### config.mk
export PLATFORM = sky130hd
export DESIGN_NAME = counter_step_arbiter
export DESIGN_NICKNAME = d
export VERILOG_FILES = /design/src/rtl/counter_step_arbiter.sv
export SDC_FILE = /design/constraint.sdc
export NUM_CORES = 1
export LEC_CHECK = 0
export BUFFER_PORTS_ARGS = -buffer_cell sky130_fd_sc_hd__clkbuf_2
export CAP_MARGIN = 30
export CORE_MARGIN = 8
export CORE_UTILIZATION = 51
export DETAILED_ROUTE_END_ITERATION = 10
export PLACE_DENSITY = 0.85
export SETUP_SLACK_MARGIN = 0.5
export SKIP_LAST_GASP = 1
export SLEW_MARGIN = 20
export SYNTH_ARGS = -nofsm -noshare
export SYNTH_HDL_FRONTEND = slang
export SYNTH_SLANG_ARGS = --single-unit
### constraint.sdc
create_clock -name i_clk -period 4.3 [get_ports i_clk]
set_clock_uncertainty 0.1 [all_clocks]
set_input_delay 0.645 -clock i_clk [delete_from_list [all_inputs] [get_ports i_clk]]
set_output_delay 0.645 -clock i_clk [all_outputs]
set_load 0.03 [all_outputs]
### src/rtl/counter_step_arbiter.sv
`default_nettype none
// +--------------------------------------------------------------------------+
// | counter_step_arbiter                                                     |
// | Round-robin arbiter sequencing enable/direction of a modulo-N counter.   |
// | Revision: 1.0                                                            |
// +--------------------------------------------------------------------------+
module counter_step_arbiter #(
  parameter int N      = 6,
  parameter int STEP_W = 8,
  parameter int WIDTH  = (N < 2)   ? 1 :
                         (N < 4)   ? 2 :
                         (N < 8)   ? 3 :
                         (N < 16)  ? 4 :
                         (N < 32)  ? 5 :
                         (N < 64)  ? 6 :
                         (N < 128) ? 7 :
                         (N < 256) ? 8 : 16
) (
  input  logic              i_clk,
  input  logic              i_rst,
  input  logic              i_req0_valid,
  input  logic              i_req0_dir,
  input  logic [STEP_W-1:0] i_req0_steps,
  output logic              o_req0_ready,
  input  logic              i_req1_valid,
  input  logic              i_req1_dir,
  input  logic [STEP_W-1:0] i_req1_steps,
  output logic              o_req1_ready,
  output logic              o_cnt_en,
  output logic              o_cnt_up_down,
  input  logic [WIDTH-1:0]  i_cnt_q,
  output logic              o_busy,
  output logic              o_grant_id,
  output logic              o_done,
  output logic [WIDTH-1:0]  o_final_q
);

  localparam logic [STEP_W-1:0] c_step_one = STEP_W'(1);

  typedef enum logic [1:0] {
    ST_IDLE = 2'd0,
    ST_RUN  = 2'd1,
    ST_DONE = 2'd2
  } state_t;

  state_t            r_state;
  state_t            w_state_nxt;
  logic              r_dir;
  logic              r_id;
  logic              r_last;
  logic              r_up_down;
  logic [STEP_W-1:0] r_remaining;
  logic [WIDTH-1:0]  r_final_q;

  logic              w_win0;
  logic              w_win1;
  logic              w_accept;
  logic              w_sel_dir;
  logic [STEP_W-1:0] w_sel_steps;

  // Under contention the requester that was not granted last time wins.
  always_comb begin
    w_win0 = 1'b0;
    w_win1 = 1'b0;
    if (r_state == ST_IDLE) begin
      if (i_req0_valid && (!i_req1_valid || r_last)) begin
        w_win0 = 1'b1;
      end else if (i_req1_valid) begin
        w_win1 = 1'b1;
      end
    end
  end

  assign w_accept    = w_win0 | w_win1;
  assign w_sel_dir   = w_win1 ? i_req1_dir : i_req0_dir;
  assign w_sel_steps = w_win1 ? i_req1_steps : i_req0_steps;

  always_comb begin
    w_state_nxt = r_state;
    case (r_state)
      ST_IDLE: begin
        if (w_accept) begin
          w_state_nxt = (w_sel_steps == '0) ? ST_DONE : ST_RUN;
        end
      end
      ST_RUN: begin
        if (r_remaining == c_step_one) begin
          w_state_nxt = ST_DONE;
        end
      end
      ST_DONE: w_state_nxt = ST_IDLE;
      default: w_state_nxt = ST_IDLE;
    endcase
  end

  always_ff @(posedge i_clk) begin
    if (i_rst) begin
      r_state     <= ST_IDLE;
      r_dir       <= 1'b1;
      r_id        <= 1'b0;
      r_last      <= 1'b1;
      r_up_down   <= 1'b1;
      r_remaining <= '0;
      r_final_q   <= '0;
    end else begin
      r_state <= w_state_nxt;
      if (w_accept) begin
        r_dir       <= w_sel_dir;
        r_remaining <= w_sel_steps;
        r_id        <= w_win1;
        r_last      <= w_win1;
      end
      if (r_state == ST_RUN) begin
        r_remaining <= r_remaining - c_step_one;
        r_up_down   <= r_dir;
      end
      if (r_state == ST_DONE) begin
        r_final_q <= i_cnt_q;
      end
    end
  end

  // Direction pin keeps the last value driven during RUN.
  assign o_cnt_en      = (r_state == ST_RUN);
  assign o_cnt_up_down = (r_state == ST_RUN) ? r_dir : r_up_down;
  assign o_req0_ready  = w_win0;
  assign o_req1_ready  = w_win1;
  assign o_busy        = (r_state != ST_IDLE);
  assign o_done        = (r_state == ST_DONE);
  assign o_grant_id    = r_id;
  assign o_final_q     = r_final_q;

endmodule
`default_nettype wire

==> reports/results.txt <==
Status = finished clean
Cell Area, Synth = 966 sq um
DRT iter0 DRCs = 28
Diode count = 0
Crit end category = primary output
Final Hold Viols = 0
Die span in x = 59.5 microns
P per Cell Area = 439 nW/um^2
Clk pin slew, worst setup/hold paths = 0.10 ns
HP Class = flip-flop to flip-flop
Largest cells by area after synthesis = dfxtp_1 (35%), mux2i_1 (8.3%), nor2_1 (4.7%), nand2_1 (4.3%), a31oi_1 (2.6%)
Root buffer cell = clkbuf_4
Post-layout util = 66.6%
Unrepaired setup endpoints after global routing = false
Crit Path Class = primary input to primary output
Starting Density = 54.8%
DR pass1 iterations = 4
Syn nets = 140
Worst Path Arrival = 1.87 ns
Total chip power = 0.516 mW
Top Ports = 35
Post-Synthesis Cells = 113
First-pass GRT wire length = 4200 microns
Post-Layout Cell Count = 171
Area Growth Syn to Fin = 21.6%
Buf/Inv on CP = 3
Element type at the critical path start = primary input
Post-CTS Hold Buffers = 0
CP Cell Sequence = clkbuf_2 > nor3b_1 > nand2_1 > inv_1 > clkbuf_2
IO Port Bufs = 34
Max-cap violations = 0
Yosys warning count = 0
Max VDD drop = 0.273 mV
Number of synthesized register bits = 17
Synth top area share = 35.2%
Fin. max-slew vios = 0
Vias per cell = 5.91
Share of layout cells above drive strength 1 = 34.2%
Post-synthesis sequential area ratio = 35.2%
Worst Path Max Fanout = 11
Routability cong. = 0.897
Worst-Skew Late Latency = 0.30 ns
Post-CTS sizing = 0
Final Cycle Share = 60.9%
Pleak = 0.540 nW
Min Tclk post-route = 2.62 ns
Highest clock rate = 382 MHz
Fillers = 168
Cell Rows = 15
Final WS setup = 1.68 ns
Most common cell on crit path = clkbuf_2
Placed Cells = 167
Vias in the first global route = 994
DP HPWL = 2170 microns
CP max-delay cell = nand2_1
Top Family by Delay on Critical Path = buffers and inverters
Largest stage delay, worst path = 0.33 ns
Post-route DRC = 0
Commonest non-fill, non-tap cell in the layout = clkbuf_2
Final wirelength = 2660 microns
Initial antenna violation count = 0
Setup TNS Final = 0 ns
Via count = 1,011
Worst-Margin Slew = 0.552 ns
Crit path required time = 3.56 ns
Clk sink count = 17
Cell taking the most area after synthesis = dfxtp_1
CTS Buf Count = 3
Post-CTS Setup Inserts = 0
Die Y-Extent = 59.5 microns
Setup Viol. Count Final = 0
Die ar. = 3540 sq um
Pre-CTS WS = 1.69 ns
Avg WL per Cell = 15.5 microns
Core ar. = 1760 sq um
Avg Cell Area, Syn = 8.55 sq um
Routed Antenna Nets = 0
GRT Util Overall = 15.4%
Yosys cell types = 40
Htree depth = 1
Slew headroom = 62.9%
Pin count of the biggest net entering global routing = 20
Final #Nets = 174
Most frequent cells in the layout = clkbuf_2 (34), dfxtp_1 (17), nor2_1 (12)
CTS tree = yes
CTS Buffer Depth = 2
GRT overflow = 0
## sequential cells by signal, summed over array words and instances, names as in the netlist
register and count:
r_up_down 1, r_state 2, o_grant_id 1, o_final_q 3
r_last 1, r_remaining 8, r_dir 1
## where the power goes
| group | internal, mW | switching [mW] | total, mW | leakage, nW |
|---|---|---|---|---|
| logic | 0.0883 | 0.126 | 0.214 | 0.382 |
| registers | 0.186 | 0.0282 | 0.214 | 0.140 |
| clock network | 0.0347 | 0.0529 | 0.0876 | 0.0177 |
## cells by family (layout without fill, tap and decap cells)
kind of cell	count (synthesis)	in the layout	synth area share (%)
multiplexers	10	10	10.6
buffers and inverters	11	44	4.40
adder cells (fa/ha/maj)	2	2	2.59
flip-flops	17	17	35.2
AND/OR/NAND/NOR	51	51	29.7
AO/OA/AOI/OAI	22	22	17.5
## cells in the mapped netlist, drive strengths merged
| master | number |
|---|---|
| a41oi | 2 |
| o21a | 1 |
| o22ai | 2 |
| dfxtp | 17 |
| or3b | 1 |
| or2 | 3 |
| o32ai | 2 |
| nand2 | 11 |
| inv | 6 |
| o211a | 1 |
| nor3 | 4 |
| nand3b | 1 |
| mux2 | 2 |
| a211o | 1 |
| o311ai | 1 |
| mux2i | 8 |
| a22o | 1 |
| nor2 | 12 |
| buf | 2 |
| nor4 | 4 |
| ha | 2 |
| or2b | 1 |
| or4b | 1 |
| a221oi | 1 |
| or3 | 2 |
| nand3 | 4 |
| nor4b | 1 |
| a21oi | 2 |
| clkbuf | 3 |
| a311oi | 1 |
| a31oi | 4 |
| o21ai | 2 |
| o211ai | 1 |
| and2b | 1 |
| nor3b | 2 |
| or4 | 3 |
## metrics by stage
step / hold slack (ns) / cell area (sq um)
CTS: 0.399 / 1170
global route: 0.430 / 1170
global placement: 0.372 / 1150
finish: 0.397 / 1170
floorplan: 0.354 / 966
detailed placement: 0.373 / 1150
## worst paths after layout
check | endpoint | depth (start not counted) | startpoint | slack, ns
max | o_req1_ready | 5 | i_req1_valid | 1.68
min | r_dir$_SDFFE_PP1P_ | 2 | r_dir$_SDFFE_PP1P_ | 0.40
max reg2reg | r_remaining[7]$_SDFFE_PP0P_ | 4 | r_remaining[2]$_SDFFE_PP0P_ | 2.41
min reg2reg | r_dir$_SDFFE_PP1P_ | 2 | r_dir$_SDFFE_PP1P_ | 0.40
## worst register-to-register path, cell delays in order (launching register included)
cell	delay, ns
dfxtp_1	0.38
or4_4	0.59
nor3_1	0.23
mux2_2	0.37
o22ai_1	0.14
## metal layers
| metal | wire (microns) | global-route usage, % | up-vias |
|---|---|---|---|
| met3 | 223 | 5.21 | 9 |
| met1 | 1220 | 17.3 | 451 |
| met4 | 54 | 8.16 | 0 |
| met5 | 0 | 0 | - |
| li1 | - | - | 490 |
| met2 | 1160 | 24.8 | 61 |
## cell type report
cell class	count	area (sq um)	area share (%)
clock buffers	3	22.5	1.92
clock inverters	1	5.00	0.426
inverters	6	22.5	1.92
multi-input cells	85	583	49.6
flip-flops and latches	17	340	29.0
well taps	25	31.3	2.66
repair buffers	34	170	14.5
No activity file was read; power rests on OpenSTA's default activity.
